==> config.mk <==
export PLATFORM = sky130hd
export DESIGN_NAME = dtcctf_clkqual_multi
export DESIGN_NICKNAME = d
export VERILOG_FILES = /design/src/rtl/dtcctf_clkqual_pkg.sv /design/src/rtl/dtcctf_clkqual_ch.sv /design/src/rtl/dtcctf_clkqual_multi.sv
export SDC_FILE = /design/constraint.sdc
export NUM_CORES = 1
export LEC_CHECK = 0
export CELL_PAD_IN_SITES_DETAIL_PLACEMENT = 0
export CELL_PAD_IN_SITES_GLOBAL_PLACEMENT = 2
export CORE_ASPECT_RATIO = 0.7
export CORE_MARGIN = 2
export CORE_UTILIZATION = 35
export CTS_CLUSTER_SIZE = 40
export DETAILED_ROUTE_END_ITERATION = 8
export MAX_ROUTING_LAYER = met4
export PLACE_DENSITY = 0.85
export SLEW_MARGIN = 25
export SYNTH_ARGS = -nofsm -noshare
export SYNTH_HDL_FRONTEND = slang
export SYNTH_SLANG_ARGS = --single-unit
==> constraint.sdc <==
create_clock -name clk0 -period 9.1 [get_ports clk0]
set_input_delay 0.91 -clock clk0 [delete_from_list [all_inputs] [get_ports clk0]]
set_output_delay 0.91 -clock clk0 [all_outputs]
set_load 0.1 [all_outputs]
==> src/rtl/dtcctf_clkqual_pkg.sv <==
// Shared types and constants for the clock qualification / failover unit.
package dtcctf_clkqual_pkg;

  typedef enum logic [1:0] {
    ST_DOWN     = 2'd0,
    ST_SETTLE   = 2'd1,
    ST_LOCKWAIT = 2'd2,
    ST_QUAL     = 2'd3
  } ch_state_e;

  localparam int LOSS_W = 8;
  localparam int SEL_W  = 3;

endpackage

==> src/rtl/dtcctf_clkqual_ch.sv <==
// One channel: qualification FSM, stability/timeout/loss counters, drift compare.
module dtcctf_clkqual_ch
  import dtcctf_clkqual_pkg::*;
#(
  parameter int W          = 16,
  parameter int STABLE_CNT = 2000,
  parameter int LOCK_TMO   = 4096,
  parameter int DRIFT_TOL  = 8
) (
  input  logic              clk0,
  input  logic              rst,
  input  logic [W-1:0]      meas_val_i,
  input  logic              meas_dv_i,
  input  logic              meas_ok_i,
  input  logic              pll_locked_i,
  input  logic              ch_enable_i,
  output logic              pll_rst_o,
  output logic              ch_ok_o,
  output logic [1:0]        ch_state_o,
  output logic [LOSS_W-1:0] loss_cnt_o
);

  localparam int SCW = (STABLE_CNT > 1) ? $clog2(STABLE_CNT) : 1;
  localparam int TCW = (LOCK_TMO > 1) ? $clog2(LOCK_TMO) : 1;

  ch_state_e         state_q, state_d;
  logic [SCW-1:0]    stab_q, stab_d;
  logic [TCW-1:0]    tmo_q, tmo_d;
  logic [W-1:0]      ref_q, ref_d;
  logic [LOSS_W-1:0] loss_q, loss_d;
  logic              pll_rst_q, ch_ok_q;

  logic signed [W:0] diff;
  logic [W:0]        abs_diff;
  logic              drift_bad;
  logic              bad_meas;

  // Both operands are zero-extended, so the W+1 bit signed difference never wraps.
  always_comb begin
    diff      = $signed({1'b0, meas_val_i}) - $signed({1'b0, ref_q});
    abs_diff  = diff[W] ? $unsigned(-diff) : $unsigned(diff);
    drift_bad = abs_diff > (W+1)'(DRIFT_TOL);
    bad_meas  = meas_dv_i && !meas_ok_i;
  end

  always_comb begin
    state_d = state_q;
    stab_d  = stab_q;
    tmo_d   = tmo_q;
    ref_d   = ref_q;
    loss_d  = loss_q;
    if (!ch_enable_i) begin
      state_d = ST_DOWN;
    end else begin
      case (state_q)
        ST_DOWN: state_d = ST_SETTLE;
        ST_SETTLE: begin
          if (meas_dv_i) begin
            if (!meas_ok_i) begin
              stab_d = '0;
            end else if (stab_q == SCW'(STABLE_CNT - 1)) begin
              ref_d   = meas_val_i;
              state_d = ST_LOCKWAIT;
            end else begin
              stab_d = stab_q + 1'b1;
            end
          end
        end
        ST_LOCKWAIT: begin
          tmo_d = tmo_q + 1'b1;
          if (bad_meas || (tmo_q == TCW'(LOCK_TMO - 1))) state_d = ST_DOWN;
          else if (pll_locked_i)                          state_d = ST_QUAL;
        end
        ST_QUAL: begin
          if (!pll_locked_i || bad_meas || (meas_dv_i && drift_bad)) begin
            state_d = ST_DOWN;
            if (loss_q != '1) loss_d = loss_q + 1'b1;
          end
        end
        default: state_d = ST_DOWN;
      endcase
    end
    // Counters only live while their owning state is active.
    if (state_d != ST_SETTLE)   stab_d = '0;
    if (state_d != ST_LOCKWAIT) tmo_d  = '0;
  end

  always_ff @(posedge clk0 or posedge rst) begin
    if (rst) begin
      state_q   <= ST_DOWN;
      stab_q    <= '0;
      tmo_q     <= '0;
      ref_q     <= '0;
      loss_q    <= '0;
      pll_rst_q <= 1'b1;
      ch_ok_q   <= 1'b0;
    end else begin
      state_q   <= state_d;
      stab_q    <= stab_d;
      tmo_q     <= tmo_d;
      ref_q     <= ref_d;
      loss_q    <= loss_d;
      pll_rst_q <= (state_d == ST_DOWN) || (state_d == ST_SETTLE);
      ch_ok_q   <= (state_d == ST_QUAL);
    end
  end

  assign pll_rst_o  = pll_rst_q;
  assign ch_ok_o    = ch_ok_q;
  assign ch_state_o = state_q;
  assign loss_cnt_o = loss_q;

endmodule

==> src/rtl/dtcctf_clkqual_multi.sv <==
// N-channel clock qualification with active-source selection.
// Define CLKQUAL_REVERTIVE_EN for revertive selection (default: sticky).
module dtcctf_clkqual_multi
  import dtcctf_clkqual_pkg::*;
#(
  parameter int NCH        = 4,
  parameter int W          = 16,
  parameter int STABLE_CNT = 2000,
  parameter int LOCK_TMO   = 4096,
  parameter int DRIFT_TOL  = 8
) (
  input  logic                    clk0,
  input  logic                    rst,
  input  logic [NCH*W-1:0]        meas_val,
  input  logic [NCH-1:0]          meas_dv,
  input  logic [NCH-1:0]          meas_ok,
  input  logic [NCH-1:0]          pll_locked,
  input  logic [NCH-1:0]          ch_enable,
  output logic [NCH-1:0]          pll_rst,
  output logic [NCH-1:0]          ch_ok,
  output logic [NCH*2-1:0]        ch_state,
  output logic [NCH*LOSS_W-1:0]   loss_cnt,
  output logic [SEL_W-1:0]        sel_ch,
  output logic                    sel_valid,
  output logic                    sel_switch
);

  for (genvar g = 0; g < NCH; g++) begin : g_ch
    dtcctf_clkqual_ch #(
      .W(W), .STABLE_CNT(STABLE_CNT), .LOCK_TMO(LOCK_TMO), .DRIFT_TOL(DRIFT_TOL)
    ) u_ch (
      .clk0         (clk0),
      .rst          (rst),
      .meas_val_i   (meas_val[g*W +: W]),
      .meas_dv_i    (meas_dv[g]),
      .meas_ok_i    (meas_ok[g]),
      .pll_locked_i (pll_locked[g]),
      .ch_enable_i  (ch_enable[g]),
      .pll_rst_o    (pll_rst[g]),
      .ch_ok_o      (ch_ok[g]),
      .ch_state_o   (ch_state[g*2 +: 2]),
      .loss_cnt_o   (loss_cnt[g*LOSS_W +: LOSS_W])
    );
  end

  logic [SEL_W-1:0] sel_ch_q, sel_ch_d, low_idx;
  logic             sel_valid_q, sel_valid_d, sel_switch_q, sel_switch_d;
  logic             low_found;
`ifndef CLKQUAL_REVERTIVE_EN
  logic             cur_ok;
`endif

  // Selection works on the registered ch_ok, adding one cycle after the channel update.
  always_comb begin
    low_found = 1'b0;
    low_idx   = '0;
    for (int i = NCH - 1; i >= 0; i--) begin
      if (ch_ok[i]) begin
        low_found = 1'b1;
        low_idx   = SEL_W'(i);
      end
    end
    sel_ch_d    = sel_ch_q;
    sel_valid_d = 1'b0;
`ifdef CLKQUAL_REVERTIVE_EN
    if (low_found) begin
      sel_ch_d    = low_idx;
      sel_valid_d = 1'b1;
    end
`else
    cur_ok = 1'b0;
    for (int i = 0; i < NCH; i++) begin
      if (ch_ok[i] && (SEL_W'(i) == sel_ch_q)) cur_ok = 1'b1;
    end
    if (cur_ok) begin
      sel_valid_d = 1'b1;
    end else if (low_found) begin
      sel_ch_d    = low_idx;
      sel_valid_d = 1'b1;
    end
`endif
    sel_switch_d = (sel_ch_d != sel_ch_q) || (sel_valid_d != sel_valid_q);
  end

  always_ff @(posedge clk0 or posedge rst) begin
    if (rst) begin
      sel_ch_q     <= '0;
      sel_valid_q  <= 1'b0;
      sel_switch_q <= 1'b0;
    end else begin
      sel_ch_q     <= sel_ch_d;
      sel_valid_q  <= sel_valid_d;
      sel_switch_q <= sel_switch_d;
    end
  end

  assign sel_ch     = sel_ch_q;
  assign sel_valid  = sel_valid_q;
  assign sel_switch = sel_switch_q;

endmodule

[Word-level counts from Yosys, hierarchy flattened]
Cells that the tools add are included.
Cells by class
  add/sub/neg operators: 20
  equality and inequality tests: 49
  $lt $le $gt $ge: 4
  reductions and logical operators: 82
  mux-type cells: 88
Operator list (number)
  $mux W11: 24
  $mux W12: 12
  $gt A17 B4 Y1 const B: 4
  $mux W17: 4
  $neg A17 Y17: 4
  $sub A16 B16 Y17: 4
  $mux W2: 29
  $add A12 B1 Y12 const B: 4
  $eq A12 B12 Y1 const B: 4
  $add A11 B1 Y11 const B: 4
  $eq A11 B11 Y1 const B: 4
  $reduce_bool A2 Y1: 20
  $add A8 B1 Y8 const B: 4
  $ne A8 B8 Y1 const B: 4
  $pmux W2 S4: 4
  $reduce_and A4 Y1: 8
  $eq A2 B2 Y1 const B: 12
  $reduce_and A5 Y1: 4
  $logic_or A1 B1 Y1: 17
  $eq A2 B1 Y1 const B: 8
  $logic_not A2 Y1: 8
  $mux W3: 5
  $logic_and A1 B1 Y1: 12
  $ne A3 B3 Y1 const B: 4
  other kinds (10): 36
Word-level totals
  output and inout port bits: 53
  bits of input ports: 82
  word-level logic and storage cells: 274
  bits in registers: 209

[Longest topological paths before layout]
Gate-level depths: netlist of run 1.
  depth after elaboration: 12
  mapped depth: 17
  mapped depth without buffers: 16

[Cells and area by module]
A second synthesis of run 1 with hierarchy kept.
Unflattened totals
  cells, all modules: 1883
  area total of the unflattened synthesis: 16245.6 um^2
By module, submodules not included
  dtcctf_clkqual_ch (g_ch[0].u_ch ...): area an instance 3985.1 um^2, cells each 451, instances 2, seq. area each 1277.5 um^2
  dtcctf_clkqual_ch (g_ch[1].u_ch): area an instance 4041.4 um^2, cells each 494, instances 1, seq. area each 1277.5 um^2
  dtcctf_clkqual_ch (g_ch[3].u_ch): area an instance 3932.5 um^2, cells each 455, instances 1, seq. area each 1277.5 um^2
  dtcctf_clkqual_multi: area an instance 301.5 um^2, cells each 32, instances 1, seq. area each 125.1 um^2

[Worst setup path before layout of run 1]
OpenSTA, ideal clock, no wires.
  kind: input to register
  from: input meas_val[32]
  to: register g_ch[2].u_ch.stab_q[6]
  stages on the path: 15
  data required time: 8999 ps
  data arrival time: 4453 ps
  setup slack: 4546 ps
  cell sequence: inv_1 -> ha_1 -> fa_1 -> nand2b_1 -> a21oi_1 -> xor2_1 -> or3_1 -> nor3_4 -> nor3b_2 -> o221ai_1 -> or4_4 -> o31ai_4 -> o211ai_2 -> buf_6 -> nor4_1
Between the ends
  longest elaborated chain between the ends: 12
  elaborated cells between the ends (all ways): 16
  classes of those cells: add/sub (2); order compare (1); eq/ne (2); mux (5); reduce/logical (6)
Ends and longest elaborated chain
  start, declared: RTL line dtcctf_clkqual_multi.sv:14  | input logic [NCH*W-1:0] meas_val,
  $sub A16 B16 Y17 (*): RTL line dtcctf_clkqual_ch.sv:40  | diff = $signed({1'b0, meas_val_i}) - $signed({1'b0, ref_q});
  $neg A17 Y17: RTL line dtcctf_clkqual_ch.sv:41  | abs_diff = diff[W] ? $unsigned(-diff) : $unsigned(diff);
  $mux W17 (*): RTL line dtcctf_clkqual_ch.sv:41
  $gt A17 B4 Y1 (*): RTL line dtcctf_clkqual_ch.sv:42  | drift_bad = abs_diff > (W+1)'(DRIFT_TOL);
  $logic_and A1 B1 Y1 (*): RTL line dtcctf_clkqual_ch.sv:75  | if (!pll_locked_i || bad_meas || (meas_dv_i && drift_bad)) begin
  $logic_or A1 B1 Y1 (*): RTL line dtcctf_clkqual_ch.sv:75
  $mux W2 (*): RTL line dtcctf_clkqual_ch.sv:75
  $pmux W2 S4 (*): RTL line dtcctf_clkqual_ch.sv:55  | case (state_q)
  $mux W2 (*): RTL line dtcctf_clkqual_ch.sv:52  | if (!ch_enable_i) begin
  $ne A2 B1 Y1 (*): RTL line dtcctf_clkqual_ch.sv:84  | if (state_d != ST_SETTLE) stab_d = '0;
  $ne A3 B3 Y1 (no line) / $reduce_bool A2 Y1 (equally long branches)
  $reduce_and A4 Y1 (no line)
  end signal, assigned: RTL line dtcctf_clkqual_ch.sv:99  | stab_q <= stab_d;
  end, declared: RTL line dtcctf_clkqual_ch.sv:27  | logic [SCW-1:0] stab_q, stab_d;
Mark *: on every way between the ends. The rest lies on a longest branch, timed or not.
A chain may end at the register's enable or synchronous reset.

[Worst setup path after layout of run 1]
Same ends and word-level chain as after synthesis.

==> run_results.csv, run 1 <==
group,metric,value,unit
logic_synthesis,yosys.cell_types.count,100,
cells_and_area,finalNetCount,2098,
clock_network,cts_resized,0,
clock_network,cts_num_sinks,209,
global_route,grt_antenna_before_repair,1,
power_and_ir_drop,peakVddDrop,0.0001067,V
logic_synthesis,yosysSeqAreaShare,0.3315,
logic_synthesis,yosysWarningCount,0,
timing,tns,0,ns
placed_design,dp_hpwl,29930,um
global_route,overflow,0,
placed_design,gp_congestion,0.9182,
logic_synthesis,synth.most_common_cell,"dfrtp_1",
clock_network,clk_pin_slew,0.06,ns
logic_synthesis,synth_common_cells,"dfrtp_1, nand2_1, nor2_1, inv_1, a21oi_1",
min_path,holdPathStages,2,
timing,clock.fmax,190.6,MHz
clock_network,cts_tree,"built",
placed_design,post-place-ws,3.403,ns
worst_setup_path,path_max_fanout,12,
die,core,44810,um^2
detailed_routing,first_pass_iters,5,
logic_synthesis,synth_edf_count,0,
logic_synthesis,ys_async_sr_fraction,1.000,
placed_design,port_buffers,134,
die,pin_count,135,
global_route,grt_start_max_net_pins,90,
die,start_util,0.3524,
logic_synthesis,yosysTopAreaCell,"dfrtp_1",
detailed_routing,vias,13950,
worst_setup_path,worst_ep_arrival_time,5.68,ns
run_status,status,"finished clean",
worst_setup_path,crit_path_start_kind,"input port",
power_and_ir_drop,power-per-cell-area,129.8,nW/um^2
detailed_routing,wl_per_cell,15.93,um
detailed_routing,drtIter0Drc,863,
timing,max_slew.worst_pin.slew,1.064,ns
clock_network,clk_latency,0.55,ns
logic_synthesis,synth_nets,1989,
logic_synthesis,synth_top_flop_cell,"dfrtp_1",
clock_network,ctsHoldBuffers,0,
logic_synthesis,synth_top_area_share,0.3249,
clock_network,htree_levels,1,
timing,slew_headroom,0.2886,
die,die_height,181.7,um
die,die_area,46860,um^2
worst_setup_path,crit_path_end_kind,"register",
timing,fin_worst_skew,0.01060,ns
timing,final-max-slew-violation-count,0,
timing,setup_ws,3.853,ns
logic_synthesis,synth.area.top_cells,"dfrtp_1, ha_1, mux2_2",
detailed_routing,viasPerCell,5.456,
global_route,grt_pass1_wl,67830,um
clock_network,cts_setup_buffers,0,
logic_synthesis,synth.avg_cell_area,8.662,um^2
clock_network,cts_root_buffer,"clkbuf_16",
detailed_routing,drc,0,
die,dieWidth,257.9,um
cells_and_area,fill_cells,4426,
min_path,hold_path_class,"register to register",
job,drv_cap,0,
timing,rsz0062_at_grt,"no",
cells_and_area,drive_gt1_frac,0.08504,
timing,setup_violations,0,
clock_network,cts_buffers,26,
worst_setup_path,required,9.53,ns
logic_synthesis,ys_ff_latch,209,
global_route,track_usage,0.1764,
cells_and_area,syn2layout_area_growth,17.46,%
worst_setup_path,worstSetupPathType,"input port to register",
detailed_routing,ant_nets,0,
die,row_count,65,
timing,period_share,0.5766,
cells_and_area,regArea,5235,um^2
timing,hold_viol,0,
worst_setup_path,worst_r2r_path_depth,14,
global_route,grt_pass1_vias,13230,
logic_synthesis,synth_area,15790,um^2
detailed_routing,routed_wl,40720,um
timing,min_period,5.247,ns
clock_network,cts_buffer_depth,3,
worst_setup_path,rrSetupSlack,4.34,ns
logic_synthesis,postSynthCellCount,1823,
power_and_ir_drop,p_leak,0.007675,uW
cells_and_area,multiInputGateArea,9866,um^2
-- state kept, by name (all words and copies together), names as in the netlist --
name                  cells
g_ch.u_ch.ch_ok_o         4
g_ch.u_ch.ch_state_o      8
g_ch.u_ch.loss_cnt_o     32
g_ch.u_ch.pll_rst_o       4
g_ch.u_ch.ref_q          64
g_ch.u_ch.stab_q         44
g_ch.u_ch.tmo_q          48
sel_ch                    3
sel_switch                1
sel_valid                 1
-- report_power, final --
part / switching [uW] / internal (uW) / total (uW)
logic: 243 / 150 / 393
registers: 3.26 / 931 / 935
clock network: 441 / 640 / 1080
total: 688 / 1720 / 2410
-- critical path, cell delays in order --
cell	delay, ns
clkdlybuf4s50_1	0.45
inv_1	0.05
ha_1	0.21
fa_1	0.53
ha_1	0.25
nor4bb_1	0.33
and3_1	0.19
or3_1	0.16
nand2b_1	0.16
nor4b_1	0.64
nor2_1	0.08
o311ai_0	0.38
inv_1	0.15
o31ai_4	0.48
o211ai_2	0.34
nor4_1	0.38
-- kinds of logic (layout without fill, tap and decap cells) --
| family | after synthesis | in the layout | synth area share |
|---|---|---|---|
| XOR/XNOR | 127 | 127 | 0.07044 |
| multiplexers | 81 | 81 | 0.05641 |
| AO/OA/AOI/OAI | 461 | 461 | 0.2074 |
| AND/OR/NAND/NOR | 690 | 690 | 0.2219 |
| other | 0 | 1 | 0 |
| flip-flops | 209 | 209 | 0.3315 |
| adder cells (fa/ha/maj) | 84 | 84 | 0.06846 |
| buffers and inverters | 171 | 300 | 0.04397 |
-- cell type report --
type | instances | share of cell area
Antenna cell | 1 | 0.0001349
Clock buffer | 35 | 0.04074
Clock inverter | 13 | 0.007083
Inverter | 115 | 0.02368
Multi-Input combinational cell | 1443 | 0.5319
Sequential cell | 209 | 0.2822
Tap cell | 603 | 0.04068
Timing Repair Buffer | 137 | 0.07353
-- path summary, 6_finish.rpt --
check | from | end
setup / recovery | meas_val[32] | g_ch[2].u_ch.stab_q[6]$_DFFE_PP0P_
hold / removal | g_ch[2].u_ch.ref_q[0]$_DFFE_PP0P_ | g_ch[2].u_ch.ref_q[0]$_DFFE_PP0P_
setup reg to reg | g_ch[2].u_ch.ref_q[0]$_DFFE_PP0P_ | g_ch[2].u_ch.stab_q[6]$_DFFE_PP0P_
hold reg to reg | g_ch[2].u_ch.ref_q[0]$_DFFE_PP0P_ | g_ch[2].u_ch.ref_q[0]$_DFFE_PP0P_
max in group asynchronous | rst | g_ch[0].u_ch.stab_q[7]$_DFFE_PP0P_
min in group asynchronous | rst | g_ch[3].u_ch.stab_q[8]$_DFFE_PP0P_
-- per-stage QoR --
step           cells  total power [uW]  hold slack (ns)  cell area (um^2)    util
2_1_floorplan   1823              1220           0.4538             15790       -
3_3_place_gp    2507              1340           0.4684             17650  0.3940
3_5_place_dp    2507              1340           0.4783             17650  0.3940
4_1_cts         2555              2452           0.4944             18540  0.4138
5_1_grt         2556              2529           0.5131             18550  0.4139
6_report        2556              2408           0.4903             18550  0.4139
-- layout by cell type (no fill, tap or decap), types with 28 or more instances in the layout --
cell type        synthesis  routed
dfrtp_1                205     205
nand2_1                159     159
nor2_1                 159     159
clkdlybuf4s50_1          0     134
inv_1                  115     114
a21oi_1                 89      88
ha_1                    80      80
o21ai_0                 79      79
xor2_1                  72      72
nand3_1                 71      71
nor3_1                  64      64
mux2_2                  64      64
xnor2_1                 55      55
nand4_1                 39      39
a211oi_1                36      36
o21a_1                  32      32
nor4_1                  30      30
and3_1                  29      29
a21o_1                  29      29
o211ai_1                28      28
-- metal layers --
metal	GRT usage	vias to the layer above	routed length (um)
met5	-	-	0
met4	0.03075	0	654
met3	0.02764	43	1813
met2	0.2592	273	17330
met1	0.2573	6693	20920
li1	-	6936	-
No activity file was read; power rests on OpenSTA's default activity.
==> inputs of run 2 (changes only) <==
- clock period: 9.1 -> 4.9 ns (I/O delays scaled with it)
==> run_results.csv, run 2 (synthesized netlist as in run 1, its figures left out) <==
group,metric,value,unit
run_status,status,"finished clean",
placed_design,dp_cells,2538,
worst_setup_path,rrSetupSlack,0.69,ns
clock_network,clk_pin_slew,0.06,ns
power_and_ir_drop,power-per-cell-area,241.4,nW/um^2
cells_and_area,final_cell_mix,"dfrtp_1, nand2_1, nor2_1, clkdlybuf4s50_1, inv_1",
worst_setup_path,path_cells,"clkdlybuf4s50_1, inv_1, ha_1, fa_1, nand2b_1, a21oi_1, o211ai_2, a2111oi_2, nor3_2, nor3b_2, o221ai_1, or4_4, o31ai_4, o211ai_2, nor4_1",
clock_network,cts_tree,"built",
worst_setup_path,max_stage_delay,0.58,ns
worst_setup_path,worstSetupPathType,"input port to register",
timing,slew_headroom,0.2801,
timing,fin_worst_skew,0.02569,ns
die,die_height,181.7,um
placed_design,post-place-ws,0.04594,ns
worst_setup_path,worst_ep_arrival_time,4.72,ns
worst_setup_path,r2r_start,"g_ch[2].u_ch.ref_q[0]$_DFFE_PP0P_",
global_route,grt_antenna_before_repair,1,
cells_and_area,final_common_cell,"dfrtp_1",
worst_setup_path,crit_path_end_kind,"register",
worst_setup_path,startpoint,"meas_val[32]",
global_route,grt_pass1_wl,67640,um
global_route,grt_start_max_net_pins,119,
job,drv_cap,0,
detailed_routing,viasPerCell,5.402,
detailed_routing,drc,0,
detailed_routing,first_pass_iters,5,
clock_network,clk_latency,0.56,ns
global_route,overflow,0,
cells_and_area,finalNetCount,2129,
detailed_routing,drtIter0Drc,859,
clock_network,htree_levels,1,
worst_setup_path,path_common_cell,"o211ai_2",
placed_design,dp_hpwl,29850,um
clock_network,cts_buffers,26,
clock_network,cts_root_buffer,"clkbuf_16",
worst_setup_path,endpoint,"g_ch[2].u_ch.stab_q[9]$_DFFE_PP0P_",
clock_network,cts_setup_buffers,0,
worst_setup_path,worstReg2RegEnd,"g_ch[2].u_ch.stab_q[9]$_DFFE_PP0P_",
clock_network,cts_num_sinks,209,
die,start_util,0.3524,
detailed_routing,routed_wl,40360,um
placed_design,port_buffers,134,
worst_setup_path,crit_path_start_kind,"input port",
placed_design,gp_congestion,0.8945,
cells_and_area,largest_reg_flops,64,
clock_network,cts_buffer_depth,3,
worst_setup_path,path_max_fanout,12,
power_and_ir_drop,p_leak,0.007838,uW
cells_and_area,largest-register,"g_ch.u_ch.ref_q",
timing,max_slew.worst_pin.slew,1.077,ns
cells_and_area,final_cells,2585,
die,dieWidth,257.9,um
global_route,grt_pass1_vias,13060,
clock_network,ctsHoldBuffers,0,
timing,hold_viol,0,
timing,period_share,0.8746,
timing,setup_ws,0.6144,ns
detailed_routing,wl_per_cell,15.61,um
detailed_routing,vias,13960,
timing,tns,0,ns
worst_setup_path,crit_slowest_cell,"or4_4",
die,core,44810,um^2
worst_setup_path,required,5.34,ns
detailed_routing,ant_nets,0,
min_path,hold_path_class,"input port to asynchronous set/reset pin",
die,die_area,46860,um^2
power_and_ir_drop,peakVddDrop,0.0002305,V
global_route,track_usage,0.1750,
timing,clock.fmax,233.3,MHz
die,row_count,65,
timing,rsz0062_at_grt,"no",
cells_and_area,syn2layout_area_growth,19.19,%
timing,whs,0.2782,ns
cells_and_area,drive_gt1_frac,0.09743,
clock_network,cts_resized,0,
timing,final-max-slew-violation-count,0,
timing,setup_violations,0,
die,pin_count,135,
cells_and_area,reg_top3,"g_ch.u_ch.ref_q (64), g_ch.u_ch.tmo_q (48), g_ch.u_ch.stab_q (44)",
timing,min_period,4.286,ns
worst_setup_path,worst_r2r_path_depth,13,
[run 2: cell count changes in the layout (fill, tap and decap cells not counted), sizes merged]
cell      before  now
inv          115  114
buf            3   34
clkinvlp       2    1
clkinv         9    5
clkbuf        35   37
bufinv         2    4
[run 2: report_power, final]
part	total, uW	leakage (uW)	switching [uW]	internal, uW
registers	1740	0.00288	6.23	1730
clock network	2060	0.000443	800	1260
logic	749	0.00452	452	297
[run 2: how the worst min path moves through the flow]
| stage | startpoint | slack [ns] | to | cells after the start |
|---|---|---|---|---|
| after detailed placement | g_ch[2].u_ch.ref_q[0]$_DFFE_PP0P_ | 0.48 | g_ch[2].u_ch.ref_q[0]$_DFFE_PP0P_ | 2 |
| after global routing | rst | 0.27 | g_ch[2].u_ch.loss_cnt_o[2]$_DFFE_PP0P_ | 2 |
| after global placement | g_ch[2].u_ch.ref_q[0]$_DFFE_PP0P_ | 0.47 | g_ch[2].u_ch.ref_q[0]$_DFFE_PP0P_ | 2 |
| after floorplan | g_ch[0].u_ch.ref_q[0]$_DFFE_PP0P_ | 0.45 | g_ch[0].u_ch.ref_q[0]$_DFFE_PP0P_ | 2 |
| after CTS | rst | 0.25 | g_ch[2].u_ch.loss_cnt_o[3]$_DFFE_PP0P_ | 2 |
| final | rst | 0.28 | g_ch[2].u_ch.loss_cnt_o[3]$_DFFE_PP0P_ | 2 |
[run 2: layer usage]
| layer | part of all wire | global-route usage | routed length (um) | vias to the layer above |
|---|---|---|---|---|
| li1 | - | - | - | 6987 |
| met1 | 0.52 | 0.2634 | 21180 | 6639 |
| met2 | 0.41 | 0.2475 | 16690 | 289 |
| met3 | 0.045 | 0.02806 | 1812 | 49 |
| met4 | 0.017 | 0.02936 | 680 | 0 |
| met5 | 0 | - | 0 | - |
[run 2: layout make-up]
type | instances | area [um^2]
antenna | 1 | 2.502
clock buffer | 37 | 742.0
clock inverter | 9 | 160.2
fill | 4397 | 25990
inverter | 115 | 435.4
multi-input combinational | 1443 | 9871
sequential | 209 | 5235
tap | 603 | 754.5
timing repair buffer | 168 | 1622
[run 2: through the flow]
stage                       util  power, uW  cell area, um^2
final                     0.4200       4544            18820
after CTS                 0.4198       4623            18810
after floorplan                -       2266            15800
after detailed placement  0.3996       2508            17910
after global routing      0.4200       4773            18820
after global placement    0.3996       2509            17910
[run 2: worst max-delay path: cells and delay by family]
| kind | cells | cell delay, ns |
|---|---|---|
| fa+ha+maj | 2 | 0.60 |
| buf+inv | 2 | 0.50 |
| simple gates | 5 | 1.47 |
| compound gates | 6 | 1.64 |
==> inputs of run 3 (changes only) <==
- CORE_UTILIZATION: 35 -> 34
- CTS_BUF_LIST: default -> sky130_fd_sc_hd__clkbuf_2
- PLACE_DENSITY: 0.85 -> 0.87
- clock period: 4.9 -> 3.6 ns (I/O delays scaled with it)
==> run_results.csv, run 3 (synthesized netlist as in run 1, its figures left out) <==
group,metric,value,unit
detailed_routing,drtIter0Drc,771,
placed_design,gp_congestion,0.8618,
global_route,grt_antenna_before_repair,2,
detailed_routing,first_pass_iters,5,
detailed_routing,drc,0,
die,dieWidth,261.6,um
clock_network,clk_pin_slew,0.09,ns
clock_network,cts_num_sinks,209,
run_status,status,"finished with violations",
placed_design,post-place-ws,-1.013,ns
worst_setup_path,crit_path_end_kind,"register",
clock_network,cts_root_buffer,"clkbuf_2",
cells_and_area,syn2layout_area_growth,50.52,%
die,die_height,184.3,um
cells_and_area,final_area,23770,um^2
clock_network,clk_latency,1.08,ns
die,pin_count,135,
min_path,holdPathEnd,"g_ch[3].u_ch.stab_q[1]$_DFFE_PP0P_",
timing,hold_viol,0,
worst_setup_path,startpoint,"g_ch[2].u_ch.ref_q[0]$_DFFE_PP0P_",
cells_and_area,drive_gt1_frac,0.3304,
global_route,grt_pass1_wl,76110,um
cells_and_area,final_cell_mix,"buf_4, dfrtp_1, nand2_1, nor2_1, clkdlybuf4s50_1",
power_and_ir_drop,power-per-cell-area,243.0,nW/um^2
worst_setup_path,worstReg2RegEnd,"g_ch[2].u_ch.loss_cnt_o[1]$_DFFE_PP0P_",
timing,setup_ws,-0.3142,ns
detailed_routing,ant_nets,0,
die,die_area,48210,um^2
global_route,overflow,0,
power_and_ir_drop,peakVddDrop,0.0001544,V
worst_setup_path,worst_r2r_path_depth,14,
die,core,46160,um^2
placed_design,dp_hpwl,32970,um
min_path,hold_path_class,"input port to register",
timing,max_slew.worst_pin.slew,1.012,ns
cells_and_area,largest-register,"g_ch.u_ch.ref_q",
global_route,grt_pass1_vias,15850,
die,start_util,0.3421,
timing,fin_worst_skew,0.1269,ns
timing,clock.fmax,255.5,MHz
worst_setup_path,required,4.49,ns
min_path,holdPathStages,3,
global_route,track_usage,0.1948,
global_route,grt_start_max_net_pins,45,
clock_network,htree_levels,2,
timing,min_period,3.914,ns
worst_setup_path,r2r_start,"g_ch[2].u_ch.ref_q[0]$_DFFE_PP0P_",
worst_setup_path,rrSetupSlack,-0.31,ns
clock_network,cts_buffer_depth,3,
placed_design,port_buffers,134,
detailed_routing,routed_wl,46460,um
timing,period_share,1.087,
timing,tns,-13.66,ns
timing,final-max-slew-violation-count,0,
worst_setup_path,path_max_fanout,7,
timing,slew_headroom,0.3231,
worst_setup_path,worstSetupPathType,"register to register",
min_path,hp-start,"meas_ok[3]",
worst_setup_path,worst_ep_arrival_time,4.80,ns
cells_and_area,largest_reg_flops,64,
placed_design,placed_area,20560,um^2
die,row_count,66,
clock_network,cts_buffers,57,
cells_and_area,reg_top3,"g_ch.u_ch.ref_q (64), g_ch.u_ch.tmo_q (48), g_ch.u_ch.stab_q (44)",
timing,setup_violations,89,
detailed_routing,wl_per_cell,14.98,um
run_status,failed_checks,"negative setup slack",
job,drv_cap,0,
detailed_routing,viasPerCell,5.140,
cells_and_area,post-route-util,0.5149,
worst_setup_path,crit_path_start_kind,"register",
detailed_routing,vias,15940,
cells_and_area,finalNetCount,2608,
timing,rsz0062_at_grt,"yes",
clock_network,cts_tree,"built",
power_and_ir_drop,p_leak,0.01043,uW
cells_and_area,final_common_cell,"buf_4",
-- run 3: changes by cell type in the layout (fill, tap and decap cells not counted), sizes merged, moves of 2 or more --
cell,previous run,this run
buf,34,409
dlygate4sd3,0,71
clkbuf,37,85
clkinv,5,20
bufinv,4,1
clkdlybuf4s50,134,132
-- run 3: metrics by stage --
step           hold slack, ns  cells  power (uW)
2_1_floorplan          0.4538   1823        3104
3_3_place_gp           0.4731   2863        3709
3_5_place_dp           0.4865   2863        3731
4_1_cts               0.01864   3078        5796
5_1_grt               0.08486   3102        6142
6_report               0.1844   3102        5775
-- run 3: worst max path at each step --
stage	end	slack, ns	cells after the start
after floorplan	g_ch[2].u_ch.stab_q[6]$_DFFE_PP0P_	-0.19	14
after global placement	g_ch[2].u_ch.loss_cnt_o[1]$_DFFE_PP0P_	-0.92	17
after detailed placement	g_ch[2].u_ch.stab_q[9]$_DFFE_PP0P_	-1.01	16
after CTS	g_ch[2].u_ch.loss_cnt_o[1]$_DFFE_PP0P_	-0.27	14
after global routing	g_ch[2].u_ch.loss_cnt_o[1]$_DFFE_PP0P_	-0.49	14
final	g_ch[2].u_ch.loss_cnt_o[1]$_DFFE_PP0P_	-0.31	14
-- run 3: repair_timing --
action,in CTS,in global routing
setup buffers,36,24
endpoints found under the setup margin,94,95
pin swaps,69,84
hold buffers,71,0
hold endpoints to repair,110,0
resized for setup,132,160
gates cloned,3,2
-- run 3: metal layers --
| layer | up-vias | GRT usage | share of wire |
|---|---|---|---|
| li1 | 7990 | - | - |
| met1 | 7605 | 0.2572 | 0.48 |
| met2 | 266 | 0.3059 | 0.46 |
| met3 | 82 | 0.03067 | 0.039 |
| met4 | 0 | 0.06159 | 0.023 |
| met5 | - | - | 0 |
-- run 3: area by class of cell --
cell class,instances,area (um^2)
diodes,2,5.005
inverters,115,435.4
clock inverters,22,118.9
multi-input cells,1445,11480
well taps,612,765.7
repair buffers,614,5310
fillers,4231,22390
flip-flops and latches,209,5235
clock buffers,83,415.4
-- run 3: report_power, final --
group	total [uW]	internal, uW	switching [uW]
Sequential	2360	2350	7.98
Combinational	1590	792	793
Clock	1830	699	1130
Total	5770	3840	1930
-- run 3: critical path: stages, from the launching register on --
cell	delay [ns]
dfrtp_1	0.42
ha_4	0.17
fa_2	0.36
buf_4	0.17
xor2_4	0.19
nand3_2	0.11
or3_4	0.41
nor3_4	0.29
nand3_2	0.11
mux2i_1	0.14
or4_4	0.55
o31ai_4	0.37
buf_6	0.19
a21oi_4	0.06
mux2_2	0.29
==> patch: new RTL, flow settings as in run 2 <==
The option `CLKQUAL_REVERTIVE_EN` is turned on by a define.
--- a/src/rtl/dtcctf_clkqual_multi.sv
+++ b/src/rtl/dtcctf_clkqual_multi.sv
@@ -1,5 +1,7 @@
 // N-channel clock qualification with active-source selection.
 // Define CLKQUAL_REVERTIVE_EN for revertive selection (default: sticky).
+`define CLKQUAL_REVERTIVE_EN
+
 module dtcctf_clkqual_multi
   import dtcctf_clkqual_pkg::*;
 #(
Function: same outputs for any inputs over 4 cycles, from zero or initial values and one cycle with rst high; that may be too few to reach the edited logic, so the function may still have changed.
==> patch against run 2 <==
  * Routed wire length is 0.22% lower
  * Area after synthesis is 0.10% lower
  * Design area is 0.11% lower
  * Setup slack worse by 0.18 ns
  * Combinational power is 6.4% lower
  * Largest cell class unchanged
  * Critical path type unchanged
  * Core utilization hardly changed
  * Clock power is 6% lower
  * Sequential cell count stayed put
  * Power is 3.7% lower
==> patch: results (changes against run 2) <==
| Metric | Value |
|---|---|
| Slowest stage delay, CP | `0.85 ns (+0.27 ns)` |
| Clk_skew | `0.0100 ns (-0.0157 ns)` |
| Post-Synth Adder-Cell Area | `6.85% (+0.0071 points)` |
| Clock Latency Late Sink | `0.54 ns (-0.02 ns)` |
| Final non-filler cell total | `2608 (+0.89%)` |
| Status | `finished, final reports clean` |
| Placed Instances | `2557 (+0.75%)` |
| Fill cell count | `4507 (+2.5%)` |
| Register area share after synthesis | `33.2% (+0.034 points)` |
| Layout cells sized above 1 | `9.94% (+0.19 points)` |
| XOR/XNOR Fraction of Synth Area | `7.22% (+0.17 points)` |
| # nets final | `2150 (+0.99%)` |
| Worst vdd ir | `0.212 mV (-8.2%)` |
| RD Place Congestion | `0.899 (+0.55%)` |
| CP arrival | `4.89 ns (+0.17 ns)` |
| Total track usage | `17.5% (+0.023 points)` |
| Leakage | `7.79 nW (-0.65%)` |
| Max-slew headroom | `31.2% (+3.2 points)` |
| Largest net degree at the start of global routing | `163 (+37%)` |
| Post-detailed-route wirelength per cell | `15.4 um (-1.1%)` |
| Post-synthesis mux area share | `4.60% (-1.0 points)` |
| Top cells by count, synth | `205 x dfrtp_1, 189 x nor2_1, 164 x nand2_1` |
| DRT iter0 DRCs | `931 (+8.4%)` |
| Complex-gate fraction of the synthesized area | `19.7% (-1.1 points)` |
| Netlist cell types | `109 (+9.0%)` |
| Antenna violations before repair | `2 (+1)` |
| DPL Wire Length | `30100 um (+0.82%)` |
| First-pass GRT wire length | `67600 um (-0.10%)` |
| Syn_area_per_cell | `8.57 um2 (-1.1%)` |
==> patch: cell types whose count changed after synthesis, moves of 7 or more <==
cell	delta
nor2_1	+30
a211oi_1	-23
xnor2_1	+20
mux2_2	-19
xor2_1	-17
nor4_1	-15
nand3_1	+14
o21a_1	-14
nand4_1	+11
o211ai_1	-11
and3_1	-8
nand3b_1	+7
o21ai_0	+7
==> patch: worst paths after layout <==
path	slack [ns]	endpoint	start
setup / recovery	0.44	g_ch[2].u_ch.stab_q[6]$_DFFE_PP0P_	meas_val[32]
hold / removal	0.37	g_ch[1].u_ch.stab_q[10]$_DFFE_PP0P_	rst
setup reg to reg	0.50	g_ch[2].u_ch.stab_q[6]$_DFFE_PP0P_	g_ch[2].u_ch.ref_q[0]$_DFFE_PP0P_
hold reg to reg	0.49	g_ch[0].u_ch.ref_q[0]$_DFFE_PP0P_	g_ch[0].u_ch.ref_q[0]$_DFFE_PP0P_
max in group asynchronous	3.62	g_ch[0].u_ch.ref_q[3]$_DFFE_PP0P_	rst
min in group clk0	0.49	g_ch[0].u_ch.ref_q[0]$_DFFE_PP0P_	g_ch[0].u_ch.ref_q[0]$_DFFE_PP0P_
==> patch: cells by family after synthesis <==
group,count (synthesis)
compound gates,437
xor+xnor,130
fa+ha+maj,84
buf+inv,171
flops,209
mux,66
simple gates,744
==> patch: layer usage <==
| metal | vias up | global-route usage, % | share of wire [%] |
|---|---|---|---|
| li1 | 7009 | - | - |
| met1 | 6657 | 26.1 | 52 |
| met2 | 251 | 25.0 | 42 |
| met3 | 36 | 2.76 | 4.4 |
| met4 | 0 | 3.17 | 1.2 |
| met5 | - | - | 0 |
==> patch: metrics by stage <==
stage / instance area (um2) / setup slack, ns / total power, W / hold slack, ns / util [%]
5_1_grt: 18800 / 0.0317 / 0.00460 / 0.398 / 42.0
2_1_floorplan: 15800 / 0.974 / 0.00223 / 0.454 / -
3_3_place_gp: 17900 / 0.153 / 0.00246 / 0.474 / 40.0
6_report: 18800 / 0.436 / 0.00437 / 0.372 / 42.0
4_1_cts: 18800 / 0.534 / 0.00444 / 0.490 / 41.9
3_5_place_dp: 17900 / -0.0312 / 0.00246 / 0.476 / 40.0
==> patch: area by class of cell <==
| type | instances | share of cell area [%] |
|---|---|---|
| multi-input cells | 1461 | 52.4 |
| flip-flops and latches | 209 | 27.8 |
| repair buffers | 175 | 8.88 |
| well taps | 603 | 4.01 |
| clock buffers | 34 | 4.00 |
| inverters | 111 | 2.24 |
| clock inverters | 13 | 0.572 |
| diodes | 2 | 0.0266 |
==> patch: power breakdown <==
| group | switching [W] | total [W] | internal [W] |
|---|---|---|---|
| sequential | 0.00000678 | 0.00174 | 0.00173 |
| combinational | 0.000420 | 0.000701 | 0.000281 |
| clock | 0.000805 | 0.00194 | 0.00113 |
| total | 0.00123 | 0.00437 | 0.00314 |
